File: src/rtl/mem_arb_pkg.sv
// Shared types and default widths for the two-port memory arbiter.
package mem_arb_pkg;

    localparam int DEF_ADDR_W = 16;
    localparam int DEF_DATA_W = 16;

    // Transaction phase: waiting, driving the memory port, acknowledging.
    typedef enum logic [1:0] {
        IDLE  = 2'd0,
        ISSUE = 2'd1,
        RESP  = 2'd2
    } arb_state_t;

    // Requester index: 0 = datapath, 1 = test/loader side.
    typedef logic port_idx_t;

endpackage

File: src/rtl/rr_pick2.sv
// Combinational two-way round-robin picker. On a tie the port that was not
// granted last time wins.
module rr_pick2
    import mem_arb_pkg::*;
(
    input  logic [1:0] eligible,
    input  port_idx_t  last,
    output logic       grant_valid,
    output port_idx_t  grant_idx
);

    // Choose the single eligible port, or alternate away from 'last' on a tie.
    always_comb begin
        grant_valid = 1'b0;
        grant_idx   = 1'b0;
        case (eligible)
            2'b01: begin
                grant_valid = 1'b1;
                grant_idx   = 1'b0;
            end
            2'b10: begin
                grant_valid = 1'b1;
                grant_idx   = 1'b1;
            end
            2'b11: begin
                grant_valid = 1'b1;
                grant_idx   = ~last;
            end
            default: begin
                grant_valid = 1'b0;
                grant_idx   = 1'b0;
            end
        endcase
    end

endmodule

File: src/rtl/mem_arbiter.sv
// Shares one memory port between two requesters. One transaction at a time:
// an ISSUE cycle drives the memory port, the following RESP cycle returns the
// ack and read data. All outputs decode from registered state, so there is no
// combinational path from any req input to any output.
module mem_arbiter
    import mem_arb_pkg::*;
#(
    parameter int ADDR_W = DEF_ADDR_W,
    parameter int DATA_W = DEF_DATA_W
) (
    input  logic              clk,
    input  logic              reset,
    input  logic              req0,
    input  logic              we0,
    input  logic [ADDR_W-1:0] addr0,
    input  logic [DATA_W-1:0] wdata0,
    output logic              ack0,
    output logic [DATA_W-1:0] rdata0,
    input  logic              req1,
    input  logic              we1,
    input  logic [ADDR_W-1:0] addr1,
    input  logic [DATA_W-1:0] wdata1,
    output logic              ack1,
    output logic [DATA_W-1:0] rdata1,
    output logic [ADDR_W-1:0] address,
    output logic [DATA_W-1:0] dataToMemory,
    output logic              writeEnable,
    input  logic [DATA_W-1:0] dataFromMemory
);

    arb_state_t        state_r, state_s;
    port_idx_t         owner_r, owner_s;
    port_idx_t         last_r, last_s;
    logic              we_r, we_s;
    logic [ADDR_W-1:0] addr_r, addr_s;
    logic [DATA_W-1:0] wdata_r, wdata_s;

    logic [1:0]        eligible_s;
    logic              grant_valid_s;
    port_idx_t         grant_idx_s;

    // Requesting ports, excluding the one being acknowledged this cycle.
    always_comb begin
        eligible_s = {req1, req0};
        if (state_r == RESP) begin
            eligible_s[owner_r] = 1'b0;
        end else begin
            eligible_s = {req1, req0};
        end
    end

    rr_pick2 u_pick (
        .eligible    (eligible_s),
        .last        (last_r),
        .grant_valid (grant_valid_s),
        .grant_idx   (grant_idx_s)
    );

    // Next-state logic: arbitrate in IDLE/RESP, latch the winner's request.
    always_comb begin
        state_s = state_r;
        owner_s = owner_r;
        last_s  = last_r;
        we_s    = we_r;
        addr_s  = addr_r;
        wdata_s = wdata_r;
        case (state_r)
            IDLE, RESP: begin
                if (grant_valid_s) begin
                    state_s = ISSUE;
                    owner_s = grant_idx_s;
                    last_s  = grant_idx_s;
                    if (grant_idx_s) begin
                        we_s    = we1;
                        addr_s  = addr1;
                        wdata_s = wdata1;
                    end else begin
                        we_s    = we0;
                        addr_s  = addr0;
                        wdata_s = wdata0;
                    end
                end else begin
                    state_s = IDLE;
                end
            end
            ISSUE: begin
                state_s = RESP;
            end
            default: begin
                state_s = IDLE;
            end
        endcase
    end

    // State, ownership and latched-request registers with synchronous reset.
    always_ff @(posedge clk) begin
        if (reset) begin
            state_r <= IDLE;
            owner_r <= 1'b0;
            last_r  <= 1'b1;
            we_r    <= 1'b0;
            addr_r  <= {ADDR_W{1'b0}};
            wdata_r <= {DATA_W{1'b0}};
        end else begin
            state_r <= state_s;
            owner_r <= owner_s;
            last_r  <= last_s;
            we_r    <= we_s;
            addr_r  <= addr_s;
            wdata_r <= wdata_s;
        end
    end

    // Output decode: memory port only in ISSUE, ack/rdata only in RESP.
    always_comb begin
        ack0         = 1'b0;
        ack1         = 1'b0;
        rdata0       = {DATA_W{1'b0}};
        rdata1       = {DATA_W{1'b0}};
        address      = {ADDR_W{1'b0}};
        dataToMemory = {DATA_W{1'b0}};
        writeEnable  = 1'b0;
        case (state_r)
            ISSUE: begin
                address     = addr_r;
                writeEnable = we_r;
                if (we_r) begin
                    dataToMemory = wdata_r;
                end else begin
                    dataToMemory = {DATA_W{1'b0}};
                end
            end
            RESP: begin
                if (owner_r) begin
                    ack1   = 1'b1;
                    rdata1 = we_r ? {DATA_W{1'b0}} : dataFromMemory;
                end else begin
                    ack0   = 1'b1;
                    rdata0 = we_r ? {DATA_W{1'b0}} : dataFromMemory;
                end
            end
            default: begin
                ack0 = 1'b0;
            end
        endcase
    end

endmodule

File: config.mk
export PLATFORM = sky130hd
export DESIGN_NAME = mem_arbiter
export DESIGN_NICKNAME = d
export VERILOG_FILES = /design/src/rtl/mem_arb_pkg.sv /design/src/rtl/rr_pick2.sv /design/src/rtl/mem_arbiter.sv
export SDC_FILE = /design/constraint.sdc
export NUM_CORES = 1
export LEC_CHECK = 0
export ABC_CLOCK_PERIOD_IN_PS = 3700
export CORE_UTILIZATION = 37
export CTS_CLUSTER_SIZE = 24
export DETAILED_ROUTE_END_ITERATION = 12
export MAX_ROUTING_LAYER = met4
export PLACE_DENSITY = 0.84
export SLEW_MARGIN = 20
export SYNTH_ARGS = -nofsm -noshare
export SYNTH_HDL_FRONTEND = slang
export SYNTH_HIERARCHICAL = 1
export SYNTH_SLANG_ARGS = --single-unit
File: constraint.sdc
create_clock -name clk -period 3.7 [get_ports clk]
set_input_delay 0.555 -clock clk [delete_from_list [all_inputs] [get_ports clk]]
set_output_delay 0.555 -clock clk [all_outputs]
set_load 0.02 [all_outputs]
==> results of run 1 <==
==> state kept, by name (all words and copies together), names as in the netlist <==
name	count
addr_r	16
wdata_r	16
state_r	2
last_r	1
owner_r	1
we_r	1
==> how the worst max path moves through the flow <==
stage	startpoint	to	slack (ns)	cells after the start
after detailed placement	state_r[0]	dataToMemory[2]	1.12	3
final	state_r[0]	dataToMemory[2]	0.89	3
after floorplan	owner_r	addr_r[0]	1.78	8
after CTS	state_r[0]	dataToMemory[2]	0.83	3
after global placement	state_r[0]	dataToMemory[11]	1.15	3
after global routing	state_r[0]	dataToMemory[10]	0.66	3
==> synthesized netlist by cell type, drive strengths merged <==
| library cell | n |
|---|---|
| nor2 | 66 |
| dfxtp | 37 |
| a211oi | 33 |
| mux2i | 33 |
| and2 | 19 |
| nand2b | 17 |
| and3 | 16 |
| buf | 15 |
| clkbuf | 9 |
| nand2 | 3 |
| a21oi | 2 |
| inv | 2 |
| nor2b | 2 |
| a21boi | 1 |
| and2b | 1 |
| nand3b | 1 |
| or2 | 1 |
| or3b | 1 |
==> critical path, delay by kind of cell (launching register included) <==
family / cells / cell delay, ns
AND/OR/NAND/NOR: 2 / 0.95
buffers and inverters: 1 / 0.60
flip-flops: 1 / 0.42
==> layout by cell type, fill, tap and decap left out, types with 2 or more instances in the layout <==
| cell | netlist | routed |
|---|---|---|
| nor2_1 | 66 | 66 |
| clkdlybuf4s50_1 | 0 | 152 |
| a211oi_1 | 33 | 33 |
| and2_1 | 19 | 19 |
| dfxtp_1 | 37 | 37 |
| a21oi_1 | 2 | 2 |
| inv_1 | 2 | 2 |
| buf_4 | 1 | 3 |
| mux2i_1 | 33 | 33 |
| clkbuf_8 | 0 | 7 |
| nand2b_1 | 17 | 17 |
| and3_1 | 16 | 16 |
| nand2_1 | 3 | 3 |
==> metal layers <==
layer	share of wire [%]	routed length, um	vias up
li1	-	-	1164
met4	1.0	62	0
met5	0	0	-
met2	53	3140	99
met1	38	2293	978
met3	7.9	472	6
==> final cells by class <==
| cell class | count | area, sq um |
|---|---|---|
| sequential | 37 | 740.7 |
| fill | 482 | 1762 |
| clock inverter | 1 | 5.005 |
| multi-input combinational | 196 | 1241 |
| clock buffer | 7 | 96.34 |
| inverter | 2 | 7.507 |
| timing repair buffer | 156 | 1564 |
| tap | 72 | 90.09 |
==> stage by stage <==
step | total power [mW] | utilization, % | cells
2_1_floorplan | 0.6530 | - | 259
5_1_grt | 1.162 | 68.01 | 471
4_1_cts | 1.110 | 68.01 | 471
3_5_place_dp | 0.8119 | 66.17 | 463
3_3_place_gp | 0.8041 | 66.17 | 463
6_report | 1.097 | 68.01 | 471
==> power breakdown <==
group	leakage (nW)	switching, mW	internal (mW)	total, mW
sequential	0.308	0.0291	0.442	0.471
combinational	1.15	0.141	0.186	0.327
clock	0.0542	0.132	0.168	0.300
total	1.52	0.302	0.795	1.10
==> logic make-up (layout without fill, tap and decap cells) <==
group	after synthesis	in the layout	synth area share, %
and+or+nand+nor	127	127	29.77
DFF	37	37	35.18
muxes	33	33	15.69
AOI/OAI and AO/OA	36	36	12.60
buffers and inverters	26	166	6.773
==> reports/qor.txt, run 1 <==
Cells along the critical path = and2b_1 > and3_1 > clkdlybuf4s50_1
Die H = 77.44 um
Reg2reg start = state_r[0]
Met2 Use GR = 39.03%
Routed length per instance = 12.67 um
Crit-path slowest cell = and2b_1
Critical path data required time = 3.14 ns
WHS = 0.4774 ns
H-tree depth = 2
Dpl hpwl = 4.703 mm
Worst-Margin Slew = 0.8381 ns
Min-Delay Endpoint = owner_r
Total grt overflow = 0
FF-to-FF End = wdata_r[7]
Post-CTS Resized = 0
CTS buffer count = 5
Count of input and output buffers = 152
Leak Pwr = 1.516 nW
Unrepaired setup endpoints after global routing = false
Dpl ws = 1.116 ns
Crit. End Element = output pin
Layout cells sized above 1 = 3.509%
# Max-Cap Violations = 0
Total GRT Usage = 20.83%
Ant. Diodes = 0
Via-per-instance ratio = 4.771
Via count = 2247
Cell taking the most area after synthesis = dfxtp_1
Syn avg cell area = 8.130 sq um
Main area contributors after synthesis = dfxtp_1, mux2i_1, a211oi_1, nor2_1, and2_1
Clock Sinks = 37
Arr. time, crit path = 2.26 ns
TritonRoute pass-1 iters = 4
DRT iter0 DRCs = 69
Startpoint type of the worst setup path = flip-flop
Setup Crit Path Kind = flip-flop to output pin
Cell Area, Synth = 2106 sq um
F_max = 0.3553 GHz
Worst Setup Slack, final = 0.8855 ns
Hold Vio Cnt, Final = 0
Skew-Pair Late Insertion Delay = 0.27 ns
Vias in the first global route = 2093
Post-DRT Antenna Nets = 0
Power per Cell Area = 293.1 nW/um^2
Reg clk slew, reported paths = 0.06 ns
# hold bufs at CTS = 0
Postcts setup bufs = 0
#FFs+latches synth = 37
Final Skew = 0.006100 ns
Root buffer cell = clkbuf_8
# nets final = 484
Starting Density = 38.24%
R2R cell count = 6
Final Max Tran Viols = 0
Worst-path fanout max = 34
Final setup TNS = 0 ns
Hold_sp = owner_r
Crit path time final = 2.815 ns
# IOs = 153
Bufs on Longest Clock Path = 2
Worst Hold Class = flip-flop to flip-flop
Core area = 5507 sq um
Maximum vdd ir drop = 0.0002319 V
Initial antenna violation count = 0
Placed Area = 3643 sq um
Max stage delay on crit path = 0.70 ns
Final setup fails = 0
Row Count = 27
Synth Net Count = 345
Final Cell Area = 3745 sq um
Final wirelength = 5.968 mm
Yosys cell types = 21
Hold Crit Depth = 2
Die width = 77.44 um
Reg2reg setup slack = 1.17 ns
CTS tree = yes
Sequential area share after synthesis = 35.18%
Met3 Resource Use GR = 6.000%
Area growth, synth to finish = 77.84%
Largest net degree at the start of global routing = 38
Layer with the highest usage = met2
Yosys warns = 6
Status = completed
Share of the synthesized area in the top cell type = 35.18%
GR Util met1 = 21.63%
Drt drc = 0
Normalized max-slew margin = 44.12%
Part of the cycle the worst path needs = 76.07%
Die ar. = 5997 sq um
Post-synthesis instance total = 259
GPL Wtd Cong = 0.7258
First-pass GRT wire length = 9.804 mm
No activity file was read; power rests on OpenSTA's default activity.
==> run 2: changes to the inputs <==
--- a/config.mk
+++ b/config.mk
@@ -5,12 +5,12 @@
 export SDC_FILE = /design/constraint.sdc
 export NUM_CORES = 1
 export LEC_CHECK = 0
-export ABC_CLOCK_PERIOD_IN_PS = 3700
-export CORE_UTILIZATION = 37
+export ABC_CLOCK_PERIOD_IN_PS = 2790
+export CORE_UTILIZATION = 35
 export CTS_CLUSTER_SIZE = 24
 export DETAILED_ROUTE_END_ITERATION = 12
 export MAX_ROUTING_LAYER = met4
-export PLACE_DENSITY = 0.84
+export PLACE_DENSITY = 0.8
 export SLEW_MARGIN = 20
 export SYNTH_ARGS = -nofsm -noshare
 export SYNTH_HDL_FRONTEND = slang
==> constraint.sdc (replaced) <==
create_clock -name clk -period 2.79 [get_ports clk]
set_input_delay 0.4185 -clock clk [delete_from_list [all_inputs] [get_ports clk]]
set_output_delay 0.4185 -clock clk [all_outputs]
set_load 0.02 [all_outputs]
==> reports/qor.txt, run 2 (same netlist as run 1, synthesis figures left out) <==
Status = completed
Hold Vio Cnt, Final = 0 (unchanged)
Cells along the critical path = or3b_1 > nor2_1 > clkdlybuf4s50_1
H-tree depth = 2 (unchanged)
# fillers = 514 (+6.6%)
Crit. End Element = output pin
Register Area = 740.7 sq um (unchanged)
Core area = 5642 sq um (+2.5%)
CTS buffer count = 5 (unchanged)
Total GRT Usage = 20.37% (-0.47 points)
Layout cells sized above 1 = 3.509% (unchanged)
Post-DRT Antenna Nets = 0 (unchanged)
Startpoint type of the worst setup path = flip-flop
Via count = 2292 (+2.0%)
Die H = 79.57 um (+2.7%)
First-pass GRT wire length = 9.756 mm (-0.49%)
Unrepaired setup endpoints after global routing = false
Worst Setup Slack, final = 0.2864 ns (-0.5991 ns)
Clock Sinks = 37 (unchanged)
Critical path data required time = 2.37 ns (-0.77 ns)
Leak Pwr = 1.516 nW (about the same)
Area growth, synth to finish = 77.84% (unchanged)
Combinational power share = 31.6% (+1.8 points)
Part of the cycle the worst path needs = 89.73%
# IOs = 153 (unchanged)
Commonest cells after routing, fill and taps aside = clkdlybuf4s50_1, nor2_1, dfxtp_1, mux2i_1, a211oi_1
CTS tree = yes
Sequential cell fraction of total power = 44.4% (+1.5 points)
P_sw = 0.3992 mW (+32%)
Crit path time final = 2.504 ns
# hold bufs at CTS = 0 (unchanged)
Crit-path slowest cell = or3b_1
Dpl ws = 0.5487 ns (-0.5668 ns)
Bufs on Longest Clock Path = 2 (unchanged)
Final setup TNS = 0 ns (unchanged)
Die ar. = 6331 sq um (+5.6%)
Crit-path leading delay family = simple AND/OR/NAND/NOR gates
Initial antenna violation count = 0 (unchanged)
Post-CTS Resized = 0 (unchanged)
Clock share of power = 23.9% (-3.4 points)
Final wirelength = 6.142 mm (+2.9%)
Total grt overflow = 0 (unchanged)
Worst-Margin Slew = 0.8670 ns (+0.02887 ns)
TritonRoute pass-1 iters = 4 (unchanged)
Biggest regs = addr_r (16), wdata_r (16), state_r (2)
GPL Wtd Cong = 0.6823 (-6.0%)
Vias in the first global route = 2147 (+2.6%)
Ant. Diodes = 0 (unchanged)
Via-per-instance ratio = 4.866 (+2.0%)
Postcts setup bufs = 0 (unchanged)
Sw frac = 28.52% (+0.99 points)
Arr. time, crit path = 2.09 ns (-0.17 ns)
Power per Cell Area = 373.7 nW/um^2 (+28%)
WP buf/inv = 1 (unchanged)
Starting Density = 37.33% (-0.92 points)
Reg2reg setup slack = 0.53 ns (-0.64 ns)
Root buffer cell = clkbuf_8
Max stage delay on crit path = 0.63 ns (-0.07 ns)
Most common cell after layout, fill and taps aside = clkdlybuf4s50_1
Area of the multi-input gates = 1241 sq um (unchanged)
Worst Hold Class = flip-flop to flip-flop
Final setup fails = 0 (unchanged)
WHS = 0.4756 ns (-0.001794 ns)
Dpl hpwl = 4.710 mm (+0.14%)
Largest net degree at the start of global routing = 68 (+79%)
Count of input and output buffers = 152 (unchanged)
Maximum vdd ir drop = 0.0002265 V (-2.3%)
Skew-Pair Late Insertion Delay = 0.28 ns (about the same)
Reg clk slew, reported paths = 0.06 ns (about the same)
DRT iter0 DRCs = 51 (-26%)
Drt drc = 0 (unchanged)
# nets final = 486 (+0.41%)
Worst-path fanout max = 18 (-47%)
F_max = 0.3994 GHz
# Max-Cap Violations = 0 (unchanged)
Normalized max-slew margin = 42.12% (-2.0 points)
Final Skew = 0.007338 ns (+0.001237 ns)
Final Max Tran Viols = 0 (unchanged)
Power Internal = 1.000 mW (+26%)
Row Count = 27 (unchanged)
Die width = 79.57 um (+2.7%)
Setup Crit Path Kind = flip-flop to output pin
Routed length per instance = 13.04 um (+2.9%)
run 2: changes by cell type in the layout (fill, tap and decap cells not counted), sizes merged:
cell    change
buf         +2
clkbuf      -2
run 2: power by group through the flow:
stage | sequential, mW | clock (mW) | combinational [mW]
after CTS | 0.622 | 0.350 | 0.448
after global placement | 0.632 | 0 | 0.438
after floorplan | 0.616 | 0 | 0.250
after detailed placement | 0.635 | 0 | 0.447
after global routing | 0.632 | 0.373 | 0.480
final | 0.622 | 0.335 | 0.443
run 2: layout make-up:
type	instances	area share, %
clock inverter	1	0.1336
timing repair buffer	158	42.50
sequential	37	19.78
multi-input combinational	196	33.14
inverter	2	0.2005
clock buffer	5	1.838
tap	72	2.406
run 2: per-layer routing:
| metal | part of all wire, % | track usage (%) |
|---|---|---|
| met4 | 2.3 | 8.182 |
| met3 | 10 | 6.286 |
| met5 | 0 | - |
| met2 | 50 | 37.61 |
| met1 | 37 | 19.57 |
run 2: tightest hold or removal path, cell delays in order, from the launching register on:
cell,delay (ns)
dfxtp_1,0.32
nand2_1,0.05
a21oi_1,0.05
run 2: stage by stage:
| step | util, % | instance area, sq um | power (mW) | cells |
|---|---|---|---|---|
| 2_1_floorplan | - | 2106 | 0.8659 | 259 |
| 3_3_place_gp | 65.07 | 3671 | 1.070 | 465 |
| 3_5_place_dp | 65.07 | 3671 | 1.081 | 465 |
| 4_1_cts | 66.38 | 3745 | 1.420 | 471 |
| 5_1_grt | 66.38 | 3745 | 1.486 | 471 |
| 6_report | 66.38 | 3745 | 1.399 | 471 |
run 2: final timing paths:
path,startpoint,end,depth (start not counted)
worst max-delay path,state_r[0],rdata0[9],3
worst min-delay path,owner_r,owner_r,2
worst max register to register,state_r[0],wdata_r[8],6
worst min register to register,owner_r,owner_r,2
